--- src/rtl/xnr_parity_pipe.sv ---
// xnr_parity_pipe: pipelined WIDTH-input XOR/XNOR parity reduction tree.
//
// The tree is built from radix-3 levels with one register per level, so a beat
// takes STAGES = ceil(log3(WIDTH)) cycles from acceptance to out_valid. Every
// stage advances together when adv = !out_valid || out_ready. Empty stages are
// not collapsed.
//
// Optional feature (compile-time macro XNR_PIPE_ACCUM_EN): the final stage
// holds a 1-bit accumulator. Beats with acc_en=1 fold into it until the beat
// flagged in_last, which emits the group parity. Without the macro, acc_en and
// in_last are ignored and every accepted beat produces one result.
//
// Ports:
//   clk        clock, rising edge
//   rst        synchronous active-high reset
//   in_valid   input beat valid
//   in_ready   input beat accepted when in_valid && in_ready (equals adv)
//   in_data    word to reduce
//   in_mode    0 = XNOR, 1 = XOR
//   in_last    last beat of an accumulated group
//   acc_en     accumulate this beat
//   out_valid  result valid
//   out_ready  downstream accepts the result
//   out_par    parity result

module xnr_parity_pipe #(
    parameter int unsigned WIDTH = 16
) (
    input  logic             clk,
    input  logic             rst,
    input  logic             in_valid,
    output logic             in_ready,
    input  logic [WIDTH-1:0] in_data,
    input  logic             in_mode,
    input  logic             in_last,
    input  logic             acc_en,
    output logic             out_valid,
    input  logic             out_ready,
    output logic             out_par
);

    function automatic int unsigned clog3(input int unsigned w);
        int unsigned s;
        int unsigned c;
        s = 0;
        c = 1;
        while (c < w) begin
            c = c * 3;
            s = s + 1;
        end
        return s;
    endfunction

    localparam int unsigned STAGES = clog3(WIDTH);
    localparam int unsigned VEC_N  = (STAGES > 1) ? STAGES - 1 : 1;

    // One radix-3 level: bit i folds into bit i/3. Missing leaves stay 0, so
    // repeated application keeps all upper bits zero.
    function automatic logic [WIDTH-1:0] reduce3(input logic [WIDTH-1:0] v);
        logic [WIDTH-1:0] r;
        r = '0;
        for (int i = 0; i < int'(WIDTH); i++) begin
            r[i/3] = r[i/3] ^ v[i];
        end
        return r;
    endfunction

    logic             adv;
    logic [WIDTH-1:0] fin_vec;
    logic             fin_vld;
    logic             fin_mode;
    logic             fin_bit;
    logic             out_valid_q, out_valid_d;
    logic             out_par_q, out_par_d;

`ifdef XNR_PIPE_ACCUM_EN
    logic fin_acc_en;
    logic fin_last;
    logic acc_q, acc_d;
`else
    logic unused_accum;
    assign unused_accum = acc_en ^ in_last;
`endif

    assign adv       = !out_valid_q || out_ready;
    assign in_ready  = adv;
    assign out_valid = out_valid_q;
    assign out_par   = out_par_q;

    // Intermediate levels; the last level is the output register below.
    if (STAGES > 1) begin : g_tree
        logic [WIDTH-1:0] vec_q [VEC_N];
        logic [VEC_N-1:0] vld_q;
        logic [VEC_N-1:0] mode_q;
`ifdef XNR_PIPE_ACCUM_EN
        logic [VEC_N-1:0] acc_en_q;
        logic [VEC_N-1:0] last_q;
`endif

        always_ff @(posedge clk) begin
            if (rst) begin
                vld_q <= '0;
            end else if (adv) begin
                vld_q[0]  <= in_valid;
                vec_q[0]  <= reduce3(in_data);
                mode_q[0] <= in_mode;
`ifdef XNR_PIPE_ACCUM_EN
                acc_en_q[0] <= acc_en;
                last_q[0]   <= in_last;
`endif
                for (int s = 1; s < int'(VEC_N); s++) begin
                    vld_q[s]  <= vld_q[s-1];
                    vec_q[s]  <= reduce3(vec_q[s-1]);
                    mode_q[s] <= mode_q[s-1];
`ifdef XNR_PIPE_ACCUM_EN
                    acc_en_q[s] <= acc_en_q[s-1];
                    last_q[s]   <= last_q[s-1];
`endif
                end
            end
        end

        assign fin_vec  = vec_q[VEC_N-1];
        assign fin_vld  = vld_q[VEC_N-1];
        assign fin_mode = mode_q[VEC_N-1];
`ifdef XNR_PIPE_ACCUM_EN
        assign fin_acc_en = acc_en_q[VEC_N-1];
        assign fin_last   = last_q[VEC_N-1];
`endif
    end else begin : g_flat
        assign fin_vec  = in_data;
        assign fin_vld  = in_valid;
        assign fin_mode = in_mode;
`ifdef XNR_PIPE_ACCUM_EN
        assign fin_acc_en = acc_en;
        assign fin_last   = in_last;
`endif
    end

    always_comb begin
        // At the last level at most the low three bits can be nonzero.
        fin_bit     = ^fin_vec;
        out_valid_d = out_valid_q;
        out_par_d   = out_par_q;
`ifdef XNR_PIPE_ACCUM_EN
        acc_d       = acc_q;
`endif
        if (adv) begin
            out_valid_d = fin_vld;
            if (fin_vld) begin
`ifdef XNR_PIPE_ACCUM_EN
                if (fin_acc_en && !fin_last) begin
                    // Absorbed beat: no result emitted.
                    acc_d       = acc_q ^ fin_bit;
                    out_valid_d = 1'b0;
                end else if (fin_acc_en) begin
                    out_par_d = acc_q ^ fin_bit ^ ~fin_mode;
                    acc_d     = 1'b0;
                end else begin
                    out_par_d = fin_bit ^ ~fin_mode;
                end
`else
                out_par_d = fin_bit ^ ~fin_mode;
`endif
            end
        end
    end

    always_ff @(posedge clk) begin
        if (rst) begin
            out_valid_q <= 1'b0;
            out_par_q   <= 1'b0;
`ifdef XNR_PIPE_ACCUM_EN
            acc_q       <= 1'b0;
`endif
        end else begin
            out_valid_q <= out_valid_d;
            out_par_q   <= out_par_d;
`ifdef XNR_PIPE_ACCUM_EN
            acc_q       <= acc_d;
`endif
        end
    end

endmodule
--- config.mk ---
export PLATFORM = sky130hd
export DESIGN_NAME = xnr_parity_pipe
export DESIGN_NICKNAME = d
export VERILOG_FILES = /design/src/rtl/xnr_parity_pipe.sv
export SDC_FILE = /design/constraint.sdc
export NUM_CORES = 1
export LEC_CHECK = 0
export ABC_CLOCK_PERIOD_IN_PS = 3100
export BUFFER_PORTS_ARGS = -buffer_cell sky130_fd_sc_hd__buf_2
export CAP_MARGIN = 20
export CORE_AREA = 2 2 39 41
export CTS_CLUSTER_SIZE = 20
export DETAILED_ROUTE_END_ITERATION = 16
export DIE_AREA = 0 0 41 43
export HOLD_SLACK_MARGIN = 0.02
export PLACE_DENSITY = 0.75
export SETUP_SLACK_MARGIN = 0.3
export SYNTH_ARGS = -nofsm -noshare
export SYNTH_HDL_FRONTEND = slang
export SYNTH_SLANG_ARGS = --single-unit
--- constraint.sdc ---
create_clock -name clk -period 3.1 [get_ports clk]
set_input_delay 0.62 -clock clk [delete_from_list [all_inputs] [get_ports clk]]
set_output_delay 0.62 -clock clk [all_outputs]
set_load 0.01 [all_outputs]
==> flow_summary.json, run 1 <==
{
  "post_cts_resized": 0,
  "cp_slowest_cell": "buf_2",
  "use_met2_pct": 17.5,
  "clock_path_buffers": 2,
  "crit_path_end_kind": "primary output",
  "wl_per_cell_um": 8.69,
  "overflow": 0,
  "drive_gt1_share_pct": 40.0,
  "path_buf_inv": 3,
  "clock_latency_ns": 0.27,
  "regArea_sq_um": 380,
  "drtAntennaViolNets": 0,
  "drv_slew": 0,
  "drt-vias-per-instance": 4.49,
  "post_cts_buffers": 0,
  "die_width_um": 41,
  "crit_type": "in -> out",
  "placedCellCount": 82,
  "drt_iter0_drc": 5,
  "fillers": 128,
  "final_cell_area_sq_um": 757,
  "worst_pin_slew_ns": 0.754,
  "grt_pass1_vias": 346,
  "hold_class": "reg -> reg",
  "multi_input_area_sq_um": 211,
  "cts_root_buf": "clkbuf_4",
  "use_met1_pct": 10.8,
  "track_usage_pct": 11.4,
  "wl_um": 747,
  "leakage_uw": 0.000295,
  "core-area_sq_mm": 0.00138,
  "rsz0062_at_grt": "no",
  "path_common_cell": "buf_2",
  "rrSetupSlack_ns": 1.72,
  "dieArea_sq_mm": 0.00176,
  "synth_cells": 43,
  "fin_skew_ns": 0.00201,
  "top_usage_layer": "met2",
  "cts.sinks": 14,
  "antenna_found_initial": 0,
  "synth_area_sq_um": 596,
  "portBuffers": 23,
  "critPathMaxFanout": 5,
  "worst_hold_slack_ns": 0.430,
  "yosys_warnings": 0,
  "fmax_mhz": 571,
  "area_growth_pct": 27.1,
  "maxCapViolCount": 0,
  "slew_headroom_pct": 49.6,
  "crit_family": "buffers and inverters",
  "clk_pin_slew_ns": 0.08,
  "ys_ff_latch": 14,
  "num_rows": 14,
  "ir_worst_vdd_mv": 0.218,
  "antennaDiodeCount": 0,
  "gp_congestion": 0.561,
  "grt_pass1_wl_mm": 1.24,
  "io_pins": 26,
  "cts_hold_buf": 0,
  "status": "finished clean",
  "hold_viol_final": 0,
  "required_ns": 2.48,
  "syn-num-nets": 66,
  "fin_crit_sh_pct": 56.5,
  "use_met3_pct": 6.28,
  "syn_area_per_cell_sq_um": 13.9,
  "die_y_um": 43,
  "worstPathCellList": "buf_2 -> nor2b_4 -> inv_1 -> buf_2",
  "power_density_mw_per_mm2": 521,
  "critical-path-max-stage-delay_ns": 0.15,
  "final_cells": 86,
  "min_period_ns": 1.75,
  "ys_seq_area_share_pct": 63.9,
  "cp.arrival_ns": 1.13,
  "yosys.cell_types.count": 10,
  "place_area_sq_um": 731,
  "cts_buffers": 3,
  "tns_ns": 0,
  "drc_errors": 0,
  "fin_nets": 94,
  "cts_tree": "built",
  "htreeDepth": 1,
  "grt_max_degree": 11,
  "dr.pass1.iters": 4,
  "setup_viol_count_final": 0,
  "crit_path_start_kind": "input pin",
  "vias": 386,
  "initial_core_util_pct": 43.0
}
[power breakdown]
| part | internal, uW | switching, uW |
|---|---|---|
| combinational | 37.5 | 23.3 |
| sequential | 223 | 7.91 |
| clock | 49.8 | 53.0 |
[path summary, 6_finish.rpt]
check / start / end / cells after the start
hold / removal: g_tree.mode_q[0] / g_tree.mode_q[1] / 0
hold reg to reg: g_tree.mode_q[0] / g_tree.mode_q[1] / 0
setup reg to reg: out_valid / g_tree.vec_q[0][0] / 2
setup / recovery: out_ready / in_ready / 4
[kinds of logic after synthesis]
group / Yosys count / synth area share (%)
buf+inv: 1 / 0.630
compound gates: 4 / 3.99
flops: 14 / 63.9
xor+xnor: 16 / 24.8
simple gates: 8 / 6.72
[per-layer routing]
metal	share of wire [%]	wire length, um
met5	0	0
met3	12	87
met1	36	267
met4	0	0
met2	52	392
[registers in the layout (all words and copies together) (netlist names)]
signal         count
g_tree.mode_q      2
g_tree.vec_q       8
g_tree.vld_q       2
out_par            1
out_valid          1
[synth_stat cells, drive strengths merged]
master	n	share of area [%]
a21oi	3	2.5
a311oi	1	1.5
dfxtp	4	13
edfxtp	10	50
inv	1	0.63
nand2	4	2.5
nor2	3	1.9
nor2b	1	2.3
xnor2	16	25
[layout make-up]
class / count / share of cell area, %
sequential: 14 / 50.2
inverter: 1 / 0.496
timing repair buffer: 23 / 15.2
multi-input combinational: 28 / 27.9
clock buffer: 4 / 3.47
tap: 16 / 2.64
[placed cells by master, fill, tap and decap left out, drive strengths merged]
cell type,synthesis,routed
edfxtp,10,10
nor2b,1,1
inv,1,1
nor2,3,3
a21oi,3,3
nand2,4,4
a311oi,1,1
buf,0,23
clkbuf,0,4
xnor2,16,16
dfxtp,4,4
[stage by stage]
stage / util [%] / worst slack [ns] / power [uW]
floorplan: - / 1.62 / 276
global placement: 52.8 / 1.36 / 295
detailed placement: 52.8 / 1.32 / 298
CTS: 54.7 / 1.34 / 402
global route: 54.7 / 1.30 / 417
finish: 54.7 / 1.35 / 394
No activity file was read; power rests on OpenSTA's default activity.
==> inputs of run 2 (changes only) <==
ABC_CLOCK_PERIOD_IN_PS = 1800   (was 3100)
CORE_AREA = default   (was 2 2 39 41)
CORE_MARGIN = 2   (was default)
CORE_UTILIZATION = 44   (was default)
DIE_AREA = default   (was 0 0 41 43)
PLACE_DENSITY = 0.74   (was 0.75)
clock period = 1.8 ns   (was 3.1 ns; I/O delays follow)
==> run 2 against run 1 <==
  * Final cell count down 1.2%
  * Final area fell by 0.17%
  * Global-route usage shrank 0.73 points
  * Combinational power increased by 74%
  * Critical path type is now reg -> reg
==> flow_summary.json, run 2 (synthesized netlist as in run 1, its figures left out) <==
{
  "status": "finished clean",
  "post_cts_resized": 0,
  "gp_congestion": 0.579,
  "path_buf_inv": 0,
  "required_ns": 1.71,
  "rsz0062_at_grt": "no",
  "largest_register": "g_tree.vec_q",
  "dr.pass1.iters": 2,
  "crit_family": "simple AND/OR/NAND/NOR gates",
  "critical-path-max-stage-delay_ns": 0.59,
  "cp.arrival_ns": 1.32,
  "layout_commonest_cell": "buf_2",
  "grt_pass1_vias": 299,
  "tns_ns": 0,
  "ir_worst_vdd_mv": 0.486,
  "use_met3_pct": 3.26,
  "antennaDiodeCount": 0,
  "cts_hold_buf": 0,
  "top_usage_layer": "met2",
  "cts_root_buf": "clkbuf_4",
  "critPathMaxFanout": 10,
  "fin_nets": 94,
  "cts_buffers": 3,
  "setup_viol_count_final": 0,
  "drt_iter0_drc": 1,
  "hold_viol_final": 0,
  "cts_tree": "built",
  "wl_um": 753,
  "die_width_um": 40.8,
  "power_density_mw_per_mm2": 905,
  "dp_hpwl_um": 584,
  "largest_reg_flops": 8,
  "reg_top3": "g_tree.vec_q (8), g_tree.mode_q (2), g_tree.vld_q (2)",
  "worst_hold_slack_ns": 0.259,
  "final_cell_mix": "23 x buf_2, 15 x xnor2_1, 10 x edfxtp_1",
  "whs_endpoint": "g_tree.mode_q[0]",
  "num_rows": 13,
  "cp_slowest_cell": "nor2_1",
  "drc_errors": 0,
  "use_met2_pct": 16.8,
  "crit_path_start_kind": "flop",
  "r2r-end": "g_tree.vec_q[0][7]",
  "die_y_um": 40.8,
  "fin_skew_ns": 0.00115,
  "post_cts_buffers": 0,
  "worst_pin_slew_ns": 0.783,
  "slew_headroom_pct": 47.6,
  "hold_class": "in -> reg",
  "fmax_mhz": 711,
  "clock_path_buffers": 2,
  "rrSetupSlack_ns": 0.39,
  "vias": 370,
  "clock_latency_ns": 0.27,
  "io_pins": 26,
  "use_met1_pct": 10.1,
  "grt_pass1_wl_mm": 1.05,
  "grt_max_degree": 11,
  "htreeDepth": 1,
  "leakage_uw": 0.000295,
  "min_period_ns": 1.41,
  "r2r-start": "out_valid",
  "fillers": 117,
  "crit_path_end_kind": "flop",
  "hold_path.startpoint": "in_mode",
  "overflow": 0,
  "initial_core_util_pct": 46.3,
  "cts.sinks": 14,
  "min_path_cells": 1,
  "track_usage_pct": 10.7,
  "worstPathCellList": "nor2b_4 -> nor2_1",
  "clk_pin_slew_ns": 0.08,
  "antenna_found_initial": 0,
  "maxCapViolCount": 0,
  "portBuffers": 23,
  "dieArea_sq_mm": 0.00166,
  "fin_crit_sh_pct": 78.2,
  "drv_slew": 0,
  "drtAntennaViolNets": 0,
  "crit_type": "reg -> reg",
  "ff2ff_path_depth": 2,
  "drt-vias-per-instance": 4.35,
  "core-area_sq_mm": 0.00128,
  "drive_gt1_share_pct": 40.0,
  "wl_per_cell_um": 8.86,
  "area_growth_pct": 26.9
}
[run 2: how the worst max path moves through the flow]
stage | cells past startpoint | from | to
3_3_place_gp | 3 | out_ready | g_tree.vec_q[0][0]
2_1_floorplan | 2 | out_valid | g_tree.mode_q[0]
6_report | 2 | out_valid | g_tree.vec_q[0][7]
4_1_cts | 2 | out_valid | g_tree.vec_q[0][3]
5_1_grt | 2 | out_valid | g_tree.mode_q[0]
3_5_place_dp | 3 | out_ready | g_tree.vec_q[0][0]
[run 2: metrics by stage]
stage | utilization [%] | std cells | cell area, sq um | setup slack (ns) | power, uW
after floorplan | - | 43 | 596 | 0.509 | 475
after global placement | 56.8 | 81 | 729 | 0.324 | 508
after detailed placement | 56.8 | 81 | 729 | 0.283 | 514
after CTS | 58.8 | 85 | 756 | 0.360 | 695
after global routing | 58.8 | 85 | 756 | 0.301 | 718
final | 58.8 | 85 | 756 | 0.393 | 684
[run 2: final cells by class]
cell class | count | area [sq um] | area share (%)
clock buffer | 4 | 26.3 | 3.48
inverter | 1 | 3.75 | 0.497
multi-input combinational | 28 | 211 | 28.0
sequential | 14 | 380 | 50.3
tap | 15 | 18.8 | 2.48
timing repair buffer | 23 | 115 | 15.2
[run 2: routing by layer]
metal  part of all wire, %  vias to the layer above
li1                      -                      199
met1                    44                      147
met2                    44                       22
met3                   9.2                        2
met4                   1.6                        0
met5                     0                        -
[run 2: where the power goes]
part | switching (uW) | internal (uW) | total (uW)
logic | 41.3 | 64.5 | 106
registers | 14.0 | 384 | 398
clock network | 94.6 | 85.8 | 180
total | 150 | 534 | 684
==> inputs of run 3 (changes only) <==
ABC_CLOCK_PERIOD_IN_PS = 1400   (was 1800)
clock period = 1.4 ns   (was 1.8 ns; I/O delays follow)
==> run 3 against run 2 <==
  * Register-to-register slack worse by 0.11 ns
  * Clock-buffer cell count unchanged
  * Clock skew up 0.0036 ns
  * Sequential share of layout area down 3.6 points
  * Wire length up 4.2%
  * Core utilization up 4.7 points
  * Non-clock buffer count up 3
  * Critical endpoint is now in_ready
  * Critical path depth up 1
  * Total power up 37%
  * Combinational power up 41%
  * Highest routed layer is now met3
  * Final area up 7.9%
==> flow_summary.json, run 3 (synthesized netlist as in run 1, its figures left out) <==
{
  "status": "finished clean",
  "ff2ff_path_depth": 4,
  "required_ns": 1.12,
  "htreeDepth": 1,
  "layout_commonest_cell": "buf_2",
  "utilization_pct": 63.5,
  "reg_top3": "g_tree.vec_q (8), g_tree.mode_q (2), g_tree.vld_q (2)",
  "tns_ns": 0,
  "cp_slowest_cell": "dfxtp_2",
  "rsz0062_at_grt": "yes",
  "crit_path_start_kind": "flop",
  "leakage_uw": 0.000327,
  "cts_hold_buf": 0,
  "final_cell_mix": "22 x buf_2, 15 x xnor2_1, 10 x edfxtp_1",
  "track_usage_pct": 11.7,
  "drc_errors": 0,
  "io_pins": 26,
  "drtAntennaViolNets": 0,
  "rrSetupSlack_ns": 0.28,
  "portBuffers": 23,
  "fmax_mhz": 851,
  "min_path_cells": 1,
  "r2r-end": "g_tree.vec_q[0][0]",
  "cp.arrival_ns": 0.89,
  "fin_crit_sh_pct": 83.9,
  "antennaDiodeCount": 0,
  "wl_per_cell_um": 8.92,
  "overflow": 0,
  "final_cell_area_sq_um": 816,
  "slew_headroom_pct": 87.3,
  "drt-vias-per-instance": 4.32,
  "r2r-start": "out_valid",
  "worst_pin_slew_ns": 0.190,
  "hold_viol_final": 0,
  "ir_worst_vdd_mv": 0.641,
  "antenna_found_initial": 0,
  "gp_congestion": 0.594,
  "worstPathCellList": "nor2b_4 -> inv_2 -> buf_6",
  "grt_pass1_vias": 316,
  "min_period_ns": 1.17,
  "cts_buffers": 3,
  "cts_tree": "built",
  "core-area_sq_mm": 0.00128,
  "place_area_sq_um": 737,
  "num_rows": 13,
  "initial_core_util_pct": 46.3,
  "critPathMaxFanout": 2,
  "vias": 380,
  "hold_path.startpoint": "in_data[15]",
  "grt_pass1_wl_mm": 1.15,
  "cts_root_buf": "clkbuf_4",
  "grt_max_degree": 11,
  "area_growth_pct": 37.0,
  "dr.pass1.iters": 2,
  "fin_skew_ns": 0.00478,
  "dieArea_sq_mm": 0.00166,
  "maxCapViolCount": 0,
  "worst_hold_slack_ns": 0.180,
  "clock_latency_ns": 0.27,
  "cts.sinks": 14,
  "clock_path_buffers": 2,
  "dp_hpwl_um": 601,
  "power.total_uw": 935,
  "fillers": 106,
  "hold_class": "in -> reg",
  "crit_type": "reg -> out",
  "power_density_mw_per_mm2": 1150,
  "die_width_um": 40.8,
  "clk_pin_slew_ns": 0.08,
  "fin_nets": 97,
  "critical-path-max-stage-delay_ns": 0.33,
  "largest_reg_flops": 8,
  "crit_path_end_kind": "primary output",
  "whs_endpoint": "g_tree.vec_q[0][5]",
  "wl_um": 785,
  "drv_slew": 0,
  "drive_gt1_share_pct": 47.9,
  "largest_register": "g_tree.vec_q",
  "setup_viol_count_final": 0,
  "die_y_um": 40.8,
  "drt_iter0_drc": 2
}
[run 3: changes by cell type in the layout (fill, tap and decap cells not counted)]
cell      before  now
clkbuf_1       1    0
dfxtp_1        4    3
buf_12         0    1
nor2_4         0    1
inv_2          0    1
inv_1          1    0
clkbuf_8       0    1
nor2_1         3    2
buf_2         23   22
buf_4          0    2
buf_6          0    1
dfxtp_2        0    1
[run 3: stage by stage]
stage / setup WS [ns] / cells
floorplan: 0.371 / 43
global placement: 0.303 / 81
detailed placement: 0.280 / 81
CTS: 0.215 / 87
global route: 0.159 / 88
finish: 0.225 / 88
[run 3: power by group]
group          switching, uW  internal [uW]  leakage [uW]
combinational           56.4           92.7      0.000175
sequential              17.7            494      0.000131
clock                    117            158     0.0000210
[run 3: worst max-delay path, delay by kind of cell, from the launching register on]
kind	cells	cell delay, ns
flip-flops	1	0.33
buffers and inverters	2	0.16
AND/OR/NAND/NOR	1	0.14
[run 3: final cells by class]
| class | instances | area (sq um) | share of cell area [%] |
|---|---|---|---|
| Sequential cell | 14 | 382 | 46.8 |
| Multi-Input combinational cell | 28 | 219 | 26.8 |
| Timing Repair Buffer | 26 | 156 | 19.2 |
| Clock buffer | 4 | 36.3 | 4.45 |
| Tap cell | 15 | 18.8 | 2.30 |
| Inverter | 1 | 3.75 | 0.460 |
[run 3: timing repair]
| action | 4_1_cts | 5_1_grt |
|---|---|---|
| endpoints found under the setup margin | 1 | 11 |
| setup buffers | 2 | 1 |
| pin swaps | 0 | 1 |
| gates resized for setup | 3 | 0 |
[run 3: metal layers]
| metal | wire, um | vias up | part of all wire, % | track usage [%] |
|---|---|---|---|---|
| met4 | 0 | 0 | 0 | 10.0 |
| met5 | 0 | - | 0 | 0 |
| met1 | 311 | 152 | 40 | 10.1 |
| li1 | - | 205 | - | - |
| met2 | 405 | 23 | 52 | 20.3 |
| met3 | 67 | 0 | 8.5 | 4.89 |
[run 3: worst max path at each step]
stage,depth (start not counted),start,slack (ns),to
2_1_floorplan,4,out_valid,0.37,out_par
3_3_place_gp,4,out_ready,0.30,in_ready
3_5_place_dp,4,out_ready,0.28,in_ready
4_1_cts,3,out_valid,0.22,in_ready
5_1_grt,3,out_valid,0.16,in_ready
6_report,3,out_valid,0.23,in_ready
